$ cat src/rtl/kp_scan_fifo.sv
// 4x4 keypad scanner with per-scan debounce and a small key-code FIFO.
// One key code is queued per accepted press; the head is presented on key_data/key_valid.
module kp_scan_fifo #(
    parameter int SCAN_DIV   = 50000,
    parameter int DEBOUNCE   = 4,
    parameter int FIFO_DEPTH = 4,
    parameter int FIFO_AW    = 2
) (
    input  logic       clk,
    input  logic       rst,
    input  logic [3:0] row,
    output logic [3:0] col,
    input  logic       rd_en,
    input  logic       clr_ovf,
    output logic [3:0] key_data,
    output logic       key_valid,
    output logic       overflow,
    output logic [1:0] dbg_state_o
);

    localparam int CW = $clog2(SCAN_DIV);
    localparam int DW = $clog2(DEBOUNCE + 1);
    localparam logic [DW-1:0] DB_N = DW'(DEBOUNCE);
    localparam logic [DW-1:0] DB_ONE = DW'(1);
    localparam logic [FIFO_AW:0] FULL_N = (FIFO_AW + 1)'(FIFO_DEPTH);

    localparam logic [1:0] S_IDLE     = 2'd0;
    localparam logic [1:0] S_PRESS_DB = 2'd1;
    localparam logic [1:0] S_HELD     = 2'd2;
    localparam logic [1:0] S_REL_DB   = 2'd3;

    logic [3:0]    row_s1_q, row_s2_q;
    logic [CW-1:0] cnt_q;
    logic [1:0]    col_idx_q;
    logic [15:0]   snap_q, snap_d;
    logic          slot_end, scan_done;

    logic [4:0]    n_low;
    logic [3:0]    key_code;
    logic          single, none;

    logic [1:0]    state_q, state_d;
    logic [3:0]    cand_q, cand_d;
    logic [DW-1:0] cnt_db_q, cnt_db_d, cnt_db_inc;
    logic          push;
    logic [3:0]    push_code;

    logic [3:0]         mem_q [FIFO_DEPTH];
    logic [FIFO_AW-1:0] wr_ptr_q, rd_ptr_q, rd_ptr_d;
    logic [FIFO_AW:0]   count_q, count_d;
    logic               full, empty, do_pop, do_push, drop;
    logic [3:0]         head_d;
    logic [3:0]         key_data_q;
    logic               key_valid_q, ovf_q;

    assign slot_end  = (cnt_q == CW'(SCAN_DIV - 1));
    assign scan_done = slot_end && (col_idx_q == 2'd3);
    assign col       = ~(4'b0001 << col_idx_q);

    // snap_d is the snapshot including the column being sampled this cycle; bit 4*r+c set = key pressed.
    always_comb begin
        snap_d = snap_q;
        if (slot_end) begin
            for (int r = 0; r < 4; r++) begin
                snap_d[{2'(r), col_idx_q}] = ~row_s2_q[r];
            end
        end
    end

    always_comb begin
        n_low    = '0;
        key_code = '0;
        for (int i = 0; i < 16; i++) begin
            if (snap_d[i]) begin
                n_low    = n_low + 5'd1;
                key_code = 4'(i);
            end
        end
    end

    assign single     = (n_low == 5'd1);
    assign none       = (n_low == 5'd0);
    assign cnt_db_inc = cnt_db_q + DB_ONE;

    always_comb begin
        state_d   = state_q;
        cand_d    = cand_q;
        cnt_db_d  = cnt_db_q;
        push      = 1'b0;
        push_code = cand_q;
        if (scan_done) begin
            case (state_q)
                S_IDLE: begin
                    if (single) begin
                        cand_d   = key_code;
                        cnt_db_d = DB_ONE;
                        if (DB_N == DB_ONE) begin
                            push      = 1'b1;
                            push_code = key_code;
                            state_d   = S_HELD;
                        end else begin
                            state_d = S_PRESS_DB;
                        end
                    end
                end
                S_PRESS_DB: begin
                    if (single && key_code == cand_q) begin
                        cnt_db_d = cnt_db_inc;
                        if (cnt_db_inc == DB_N) begin
                            push    = 1'b1;
                            state_d = S_HELD;
                        end
                    end else if (single) begin
                        cand_d   = key_code;
                        cnt_db_d = DB_ONE;
                    end else begin
                        state_d = S_IDLE;
                    end
                end
                S_HELD: begin
                    if (none) begin
                        cnt_db_d = DB_ONE;
                        state_d  = (DB_N == DB_ONE) ? S_IDLE : S_REL_DB;
                    end
                end
                default: begin
                    if (none) begin
                        cnt_db_d = cnt_db_inc;
                        if (cnt_db_inc == DB_N) state_d = S_IDLE;
                    end else begin
                        state_d = S_HELD;
                    end
                end
            endcase
        end
    end

    // A pop frees the slot a same-cycle push needs, so push+pop is honoured even when full.
    assign full    = (count_q == FULL_N);
    assign empty   = (count_q == '0);
    assign do_pop  = rd_en && !empty;
    assign do_push = push && (!full || do_pop);
    assign drop    = push && full && !do_pop;

    always_comb begin
        rd_ptr_d = do_pop ? rd_ptr_q + FIFO_AW'(1) : rd_ptr_q;
        case ({do_push, do_pop})
            2'b10:   count_d = count_q + (FIFO_AW + 1)'(1);
            2'b01:   count_d = count_q - (FIFO_AW + 1)'(1);
            default: count_d = count_q;
        endcase
        head_d = (do_push && rd_ptr_d == wr_ptr_q) ? push_code : mem_q[rd_ptr_d];
    end

    always_ff @(posedge clk or negedge rst) begin
        if (!rst) begin
            row_s1_q  <= 4'hF;
            row_s2_q  <= 4'hF;
            cnt_q     <= '0;
            col_idx_q <= 2'd0;
            snap_q    <= '0;
            state_q   <= S_IDLE;
            cand_q    <= '0;
            cnt_db_q  <= '0;
        end else begin
            row_s1_q <= row;
            row_s2_q <= row_s1_q;
            snap_q   <= snap_d;
            if (slot_end) begin
                cnt_q     <= '0;
                col_idx_q <= col_idx_q + 2'd1;
            end else begin
                cnt_q <= cnt_q + CW'(1);
            end
            state_q  <= state_d;
            cand_q   <= cand_d;
            cnt_db_q <= cnt_db_d;
        end
    end

    always_ff @(posedge clk or negedge rst) begin
        if (!rst) begin
            for (int i = 0; i < FIFO_DEPTH; i++) mem_q[i] <= '0;
            wr_ptr_q    <= '0;
            rd_ptr_q    <= '0;
            count_q     <= '0;
            key_data_q  <= '0;
            key_valid_q <= 1'b0;
            ovf_q       <= 1'b0;
        end else begin
            if (do_push) begin
                mem_q[wr_ptr_q] <= push_code;
                wr_ptr_q        <= wr_ptr_q + FIFO_AW'(1);
            end
            rd_ptr_q    <= rd_ptr_d;
            count_q     <= count_d;
            key_valid_q <= (count_d != '0);
            key_data_q  <= (count_d != '0) ? head_d : 4'h0;
            if (drop)         ovf_q <= 1'b1;
            else if (clr_ovf) ovf_q <= 1'b0;
        end
    end

    assign key_data    = key_data_q;
    assign key_valid   = key_valid_q;
    assign overflow    = ovf_q;
    assign dbg_state_o = state_q;

endmodule

$ cat config.mk
export PLATFORM = sky130hd
export DESIGN_NAME = kp_scan_fifo
export DESIGN_NICKNAME = d
export VERILOG_FILES = /design/src/rtl/kp_scan_fifo.sv
export SDC_FILE = /design/constraint.sdc
export NUM_CORES = 1
export LEC_CHECK = 0
export ABC_AREA = 1
export CAP_MARGIN = 30
export CORE_ASPECT_RATIO = 1.75
export CORE_MARGIN = 4
export CORE_UTILIZATION = 35
export CTS_CLUSTER_DIAMETER = 80
export CTS_CLUSTER_SIZE = 14
export DETAILED_ROUTE_END_ITERATION = 16
export PLACE_DENSITY = 0.49
export SLEW_MARGIN = 40
export SYNTH_ARGS = -nofsm -noshare
export SYNTH_HDL_FRONTEND = slang
export SYNTH_SLANG_ARGS = --single-unit
$ cat constraint.sdc
create_clock -name clk -period 29.8 [get_ports clk]
set_input_delay 4.47 -clock clk [delete_from_list [all_inputs] [get_ports clk]]
set_output_delay 4.47 -clock clk [all_outputs]
set_load 0.01 [all_outputs]
# Word-level counts from Yosys, hierarchy flattened
# Index checks and enable logic that the tools add are counted.
[word_totals] out_inout_bits=12 input_bits=8 wordCells=179 regBits=80
[classes] bitwise=7 n_reduce_logical=26 shift=1 n_mux=77 addsub=22 eq_ne=17 n_lt_le_gt_ge=11
[ops] op="$mux W4" n=21
[ops] op="$bwmux W16" n=5
[ops] op="$add A5 B1 Y5 const B" n=15
[ops] op="$mux W5" n=15
[ops] op="$mux W16" n=2
[ops] op="$add A16 B1 Y16 const B" n=1
[ops] op="$eq A16 B16 Y1 const B" n=1
[ops] op="$mux W2" n=8
[ops] op="$logic_and A1 B1 Y1" n=12
[ops] op="$mux W1" n=12
[ops] op="$mux W3" n=4
[ops] op="$lt A4 B5 Y1 const B" n=2
[ops] op="$pmux W3 S3" n=1
[ops] op="$bmux W4 S2" n=1
[ops] op="$demux W1 S2" n=4
[ops] op="$demux W4 S2" n=1
[ops] op="$ge A4 B1 Y1 const B" n=2
[ops] op="$pmux W4 S2" n=1
[ops] op="$add A2 B1 Y2 const B" n=3
[ops] op="$add A3 B1 Y3 const B" n=2
[ops] op="$eq A2 B2 Y1 const B" n=3
[ops] op="$eq A3 B3 Y1 const B" n=2
[ops] op="$ge A3 B3 Y1 const B" n=2
[ops] op="$ne A2 B2 Y1 const B" n=3
[ops] op="27 further kinds" n=38

# Depth between registers and ports, before layout
# Gate-level depths: netlist of the first run.
[logic_depth] word_depth=50 mapped_depth=74 ltp_nobuf=74

# Worst setup path before layout of the first run
# OpenSTA, ideal clock, no wires.
[synth_timing] path_kind="reg-to-reg" startpoint="register col_idx_q[0]" endpoint="register key_data_q[0] (netlist: key_data[0])" setup_time_ns=0.122 period_less_slack_ns=11.145 path_buffers=0 t_required_ns=29.678 setup_slack_ns=18.655 stages_incl_launch_ff=71 arrival_time_ns=11.023 path_cell_list="dfrtp_1 > inv_1 > ha_1 > inv_1 > o21ai_0 > inv_1 > nand3_1 > nand2_1 > ha_1 > inv_1 > nand3_1 > nand2_2 > ha_1 > nand2_1 > nand2_1 > ha_1 > or2_2 > nand2_1 > (+35 left out) > nand2_1 > inv_1 > ha_1 > nand2_1 > o21ai_0 > nor2_1 > nand3_2 > nor2_4 > nand4_1 > nand2_1 > inv_1 > fa_1 > inv_1 > nand2_1 > nand2_1 > nand2_1 > nor2_2 > nor2_1"
[synth_between] elab_chain_len=50 word_cells_on_any_way=87 cone_classes="add/sub: 15; order compare: 8; eq/ne: 5; mux: 50; reduce/logical: 9"
[synth_rtl] item="start: declaration" line="34" text="logic [1:0] col_idx_q;"
[synth_rtl] item="start signal: assignment" line="171" text="col_idx_q <= col_idx_q + 2'd1;"
[synth_rtl] item="$lt A2 B5 Y1 (not written as such) or $ge A2 B1 Y1 (tied branches)" line="65" text="snap_d[{2'(r), col_idx_q}] = ~row_s2_q[r];"
[synth_rtl] item="$logic_and A1 B1 Y1 (not written as such)" line="65"
[synth_rtl] item="$mux W1 (not written as such)" line="65"
[synth_rtl] item="$demux W1 S2" line="65"
[synth_rtl] item="$bwmux W16 (4 in series)" line="65"
[synth_rtl] item="$mux W16" line="63" text="if (slot_end) begin"
[synth_rtl] item="$mux W1" line="74" text="if (snap_d[i]) begin"
[synth_rtl] item="$add A5 B1 Y5" line="75" text="n_low = n_low + 5'd1;"
[synth_rtl] item="(+31 left out)"
[synth_rtl] item="$mux W1" line="107" text="if (single && key_code == cand_q) begin"
[synth_rtl] item="$mux W1" line="92" text="case (state_q)"
[synth_rtl] item="$mux W1 *" line="91" text="if (scan_done) begin"
[synth_rtl] item="$logic_and A1 B1 Y1 *" line="142" text="assign do_push = push && (!full || do_pop);"
[synth_rtl] item="$eq A2 B1 Y1 or $eq A2 B2 Y1 (tied branches)" line="147" text="case ({do_push, do_pop})"
[synth_rtl] item="$pmux W3 S2" line="147"
[synth_rtl] item="$reduce_bool A3 Y1" line="198" text="key_data_q <= (count_d != '0) ? head_d : 4'h0;"
[synth_rtl] item="$mux W4 *" line="198"
[synth_rtl] item="end signal: assignment" line="198"
[synth_rtl] item="end: declaration" line="53" text="logic [3:0] key_data_q;"
# Every way passes the cells marked *; elsewhere a longest branch is shown, timed or not.
# A chain may end at the register's enable or synchronous reset.

# Worst setup path in the final report of the first run
[layout_timing] startpoint="register col_idx_q[0]" endpoint="register key_data_q[1] (netlist: key_data[1])"
# The elaborated chain is that of the path after synthesis.

==> results.cfg, run 1 <==
[sta]
setup-tns-final_ns = 0
fin_skew_ns = 0.00824
layout_setup_ws_ns = 17.79
setup_violations = 0
period_needed_ns = 12.01
drv_slew = 0
rsz0062_at_grt = no
fmax_ghz = 0.0833
hold_viol = 0
tightest_slew_ns = 0.652
finalCritPeriodShare_pct = 40.3
relSlewSlack_pct = 56.2

[final_layout]
nets = 892
final_cell_mix = nand2_1 (247), inv_1 (153), nor2_1 (83), dfrtp_1 (72), nand3_1 (68)
area_growth_pct = 13.2
fillers = 1662
n_antenna_cell = 0
final_common_cell = nand2_1
multiInputGateArea_mm2 = 0.00300
drive_above_1_share_pct = 6.98
final-seq-area_mm2 = 0.00201

[placement]
port_buffers = 19
dp_slack_ns = 17.76
dp_hpwl_mm = 10.0
place.gp.congestion = 0.812

[setup_path]
cpMostUsedCell = nand2_1
critPathSlowestCell = fa_1
worstPathMaxFanout = 8
path_delay_family = simple AND/OR/NAND/NOR gates
slowest_delay_ns = 0.43
worstSetupStartpointType = flip-flop
crit_type = flip-flop to flip-flop
cp.required_ns = 30.01
cp.arrival_ns = 12.22
path_buf_inv = 13
endpoint_kind = flip-flop

[cts]
post-cts-setup-buffer-count = 0
tritoncts = yes
htree_levels = 3
path_clk_slew_ns = 0.06
clockBufferDepth = 2
cts-resized-gates = 0
cts_sinks = 80
hold_buffers = 0
cts_root_buf = clkbuf_16
cts_made_buffers = 9
clock_latency_ns = 0.33

[outcome]
outcome = finished, final reports clean

[floorplanning]
core_mm2 = 0.0158
start_util_pct = 35.5
fp.dieH_um = 175
die_x_um = 104
io_pins = 20
rows = 61
dieArea_mm2 = 0.0182

[global_routing]
grt_pass1_vias = 4826
grt_max_degree = 81
grt_pass1_wl_mm = 21.8
antenna_found_initial = 0
track_usage_pct = 14.4
gr-total-overflow = 0

[routing]
detail-route-antenna-nets = 0
routed_wl_mm = 12.5
drc = 0
drt_iter0_drc = 117
vias = 4896
first_pass_iters = 4
wl_per_cell_um = 11.9
via_per_inst = 4.67

[synth]
syn_nets = 862
syn_inst = 824
ys_ff_latch = 80
syn_avg_cell_area_um2 = 6.80
yosys_warnings = 0
ys_seq_area_share_pct = 35.9
synth.distinct_cells = 36
synth_area_mm2 = 0.00561

[run]
cap_viol_max_count = 0

[power]
ir_drop_mv = 0.0267
power_density_mw_per_mm2 = 45.1
p_leak_uw = 0.00361

[worst_hold_path]
worstHoldPathType = flip-flop to flip-flop
[Yosys cell counts]
cell,count,area share [%]
fa_1,1,0.36
o31ai_1,1,0.13
a21boi_0,2,0.27
nor2_2,2,0.22
nor2_1,83,5.6
ha_1,29,6.5
o21bai_1,1,0.13
o21ai_1,6,0.54
nor3b_4,1,0.33
inv_1,153,10
nand2_2,6,0.67
clkinv_1,1,0.067
nand3b_1,8,1.1
a211oi_1,1,0.13
a31oi_1,1,0.11
o21ai_0,53,4.7
nor4_1,1,0.11
nand3_1,68,6.1
nor2_4,4,0.80
nand3_4,2,0.62
o22ai_1,7,0.78
dfstp_2,8,3.7
nand4_1,4,0.45
nand3_2,1,0.18
o211ai_1,1,0.13
inv_2,5,0.33
nor3_1,5,0.45
xor2_1,12,1.9
dfrtp_1,72,32
or2_2,12,1.3
xnor2_1,4,0.62
nand2_1,247,17
a21oi_1,12,1.1
mux2i_1,7,1.3
o21ai_2,2,0.31
and2_1,1,0.11
[state kept, by name, summed over array words and instances (netlist names)]
| register | count |
|---|---|
| cnt_q | 16 |
| mem_q | 16 |
| snap_q | 16 |
| cand_q | 4 |
| key_data | 4 |
| row_s1_q | 4 |
| row_s2_q | 4 |
| cnt_db_q | 3 |
| count_q | 3 |
| col_idx_q | 2 |
| dbg_state_o | 2 |
| rd_ptr_q | 2 |
| wr_ptr_q | 2 |
| key_valid | 1 |
| overflow | 1 |
[logic make-up (layout without fill, tap and decap cells)]
logic type / count (synthesis) / count (layout) / share of synthesized area, %
simple gates: 445 / 445 / 34.5
buf+inv: 159 / 194 / 10.6
compound gates: 87 / 87 / 8.35
flops: 80 / 80 / 35.9
fa+ha+maj: 30 / 30 / 6.83
xor+xnor: 16 / 16 / 2.50
mux: 7 / 7 / 1.25
[routing by layer]
| metal | share of wire, % | track usage [%] | up-vias |
|---|---|---|---|
| met3 | 1.7 | 2.10 | 14 |
| li1 | - | - | 2616 |
| met5 | 0 | 0 | - |
| met4 | 1.8 | 4.94 | 0 |
| met2 | 56 | 28.7 | 45 |
| met1 | 41 | 15.3 | 2221 |
[metrics by stage]
| step | area, um^2 | instances | hold WS, ns | utilization [%] | power, uW |
|---|---|---|---|---|---|
| final | 6340 | 1048 | 0.356 | 40.2 | 286 |
| after CTS | 6340 | 1048 | 0.356 | 40.1 | 290 |
| after global routing | 6340 | 1048 | 0.358 | 40.2 | 303 |
| after floorplan | 5610 | 824 | 0.345 | - | 157 |
| after detailed placement | 6030 | 1032 | 0.347 | 38.2 | 176 |
| after global placement | 6030 | 1032 | 0.346 | 38.2 | 174 |
[worst paths after layout]
kind | startpoint | end | slack [ns] | cells past startpoint
max | col_idx_q[0]$_DFFE_PN0N_ | key_data[1]$_DFF_PN0_ | 17.79 | 70
min | row_s1_q[2]$_DFF_PN1_ | row_s2_q[2]$_DFF_PN1_ | 0.36 | 0
max reg2reg | col_idx_q[0]$_DFFE_PN0N_ | key_data[1]$_DFF_PN0_ | 17.79 | 70
min reg2reg | row_s1_q[2]$_DFF_PN1_ | row_s2_q[2]$_DFF_PN1_ | 0.36 | 0
max in group asynchronous | rst | cnt_db_q[1]$_DFFE_PN0P_ | 25.17 | 1
min in group asynchronous | rst | cnt_q[12]$_DFF_PN0_ | 4.14 | 1
[power breakdown]
part           total (uW)  switching [uW]  internal (uW)
combinational        53.5            33.3           20.2
sequential            120            3.73            116
clock                 113            44.1           69.2
total                 286            81.1            205
[layout make-up]
class	instances	share of cell area [%]
multi-input cells	585	47.2
clock inverters	5	0.868
inverters	159	9.41
flip-flops and latches	80	31.7
well taps	189	3.73
clock buffers	11	3.98
repair buffers	19	3.06
No activity file was read; power rests on OpenSTA's default activity.
==> run 2: changes to the inputs <==
==> constraint.sdc (replaced) <==
create_clock -name clk -period 11.4 [get_ports clk]
set_input_delay 1.71 -clock clk [delete_from_list [all_inputs] [get_ports clk]]
set_output_delay 1.71 -clock clk [all_outputs]
set_load 0.01 [all_outputs]
==> results.cfg, run 2 (same netlist as run 1, synthesis figures left out) <==
[placement]
dp_slack_ns = -0.218
place_area_mm2 = 0.00616
place.gp.congestion = 0.816
port_buffers = 19
dp_hpwl_mm = 9.99

[cts]
tritoncts = yes
hold_buffers = 0
cts_made_buffers = 9
clock_latency_ns = 0.34
cts_root_buf = clkbuf_16
path_clk_slew_ns = 0.06
htree_levels = 3
cts_sinks = 80
clockBufferDepth = 2

[global_routing]
antenna_found_initial = 0
grt_pass1_wl_mm = 23.0
gr-total-overflow = 0
grt_max_degree = 81
track_usage_pct = 15.1
grt_pass1_vias = 5252

[worst_hold_path]
worstHoldPathType = flip-flop to flip-flop

[setup_path]
path_delay_family = simple AND/OR/NAND/NOR gates
cp.required_ns = 11.63
crit_type = flip-flop to flip-flop
crit_start = col_idx_q[1]$_DFFE_PN0N_
timing.rr.end = key_data[2]$_DFF_PN0_
cp.arrival_ns = 11.02
endpoint = key_data[2]$_DFF_PN0_
crit_cells = 74
slowest_delay_ns = 0.39
worstPathMaxFanout = 5
reg2reg_from = col_idx_q[1]$_DFFE_PN0N_
reg2reg_slack_ns = 0.61
worstSetupStartpointType = flip-flop
endpoint_kind = flip-flop
worst_r2r_path_depth = 74
critPathSlowestCell = dfrtp_1
cpMostUsedCell = nand2_2
path_buf_inv = 16

[routing]
drt_iter0_drc = 155
wl_per_cell_um = 12.0
drc = 0
first_pass_iters = 4
vias = 5228
via_per_inst = 4.82
routed_wl_mm = 13.0
detail-route-antenna-nets = 0

[final_layout]
final_common_cell = nand2_1
final_area_mm2 = 0.00683
top_regs = cnt_q (16), mem_q (16), snap_q (16)
area_growth_pct = 21.9
final_cell_mix = nand2_1 (231), inv_1 (147), nor2_1 (80), dfrtp_1 (71), nand3_1 (66)
n_antenna_cell = 0
nets = 929
fillers = 1640
drive_above_1_share_pct = 15.3

[power]
clkPwrFrac_pct = 38.8
p_comb_share_pct = 20.1
power_density_mw_per_mm2 = 112
seqPwrFrac_pct = 41.1
p_sw_uw = 222
p_leak_uw = 0.00379
power_switching_share_pct = 29.1
p_int_uw = 541
ir_drop_mv = 0.0656

[sta]
tightest_slew_ns = 0.747
period_needed_ns = 10.79
fmax_ghz = 0.0927
drv_slew = 0
layout_setup_ws_ns = 0.610
fin_skew_ns = 0.00756
finalCritPeriodShare_pct = 94.6
relSlewSlack_pct = 49.8
hold_viol = 0
setup-tns-final_ns = 0
setup_violations = 0

[floorplanning]
die_x_um = 104
start_util_pct = 35.5
core_mm2 = 0.0158
rows = 61
io_pins = 20
dieArea_mm2 = 0.0182
fp.dieH_um = 175

[outcome]
outcome = finished, final reports clean

[run]
cap_viol_max_count = 0
run 2: cell type report:
class | count | area [um^2] | area share (%)
clock inverters | 6 | 67.6 | 0.989
well taps | 189 | 236 | 3.46
multi-input cells | 585 | 3190 | 46.7
repair buffers | 56 | 489 | 7.16
flip-flops and latches | 80 | 2010 | 29.5
clock buffers | 10 | 239 | 3.50
inverters | 159 | 597 | 8.73
run 2: repair_timing:
action,CTS,global route
setup buffers,6,13
setup endpoints to repair,22,35
pin swaps,4,29
resized for setup,11,44
run 2: power by group through the flow:
stage | Combinational, uW | Clock [uW] | Sequential (uW)
2_1_floorplan | 90.5 | 0 | 319
3_3_place_gp | 139 | 0 | 318
3_5_place_dp | 140 | 0 | 318
4_1_cts | 147 | 304 | 313
5_1_grt | 174 | 317 | 316
6_report | 153 | 296 | 313
run 2: how the worst min path moves through the flow:
| stage | startpoint | endpoint | cells past startpoint |
|---|---|---|---|
| after floorplan | row_s1_q[0]$_DFF_PN1_ | row_s2_q[0]$_DFF_PN1_ | 0 |
| after global placement | row_s1_q[0]$_DFF_PN1_ | row_s2_q[0]$_DFF_PN1_ | 0 |
| after detailed placement | row_s1_q[1]$_DFF_PN1_ | row_s2_q[1]$_DFF_PN1_ | 0 |
| after CTS | row_s1_q[1]$_DFF_PN1_ | row_s2_q[1]$_DFF_PN1_ | 0 |
| after global routing | row_s1_q[1]$_DFF_PN1_ | row_s2_q[1]$_DFF_PN1_ | 0 |
| final | row_s1_q[1]$_DFF_PN1_ | row_s2_q[1]$_DFF_PN1_ | 0 |
run 2: stage by stage:
step                      std cells  power, uW  util (%)  hold WS (ns)
after floorplan                 824        410         -         0.345
after global placement         1049        457      39.0         0.346
after detailed placement       1049        458      39.0         0.348
after CTS                      1071        765      41.4         0.357
after global routing           1085        807      43.2         0.363
final                          1085        763      43.2         0.355
run 2: layer usage:
metal / part of all wire, % / GRT usage, % / vias to the layer above
li1: - / - / 2701
met1: 40 / 16.0 / 2437
met2: 56 / 29.3 / 65
met3: 2.1 / 2.28 / 25
met4: 2.6 / 6.21 / 0
met5: 0 / 0 / -
run 2: worst reg2reg max path, delay by kind of cell, from the launching register on:
family / cells / cell delay (ns)
compound gates: 4 / 0.45
flops: 1 / 0.39
buf+inv: 16 / 1.21
simple gates: 39 / 4.93
fa+ha+maj: 15 / 3.70
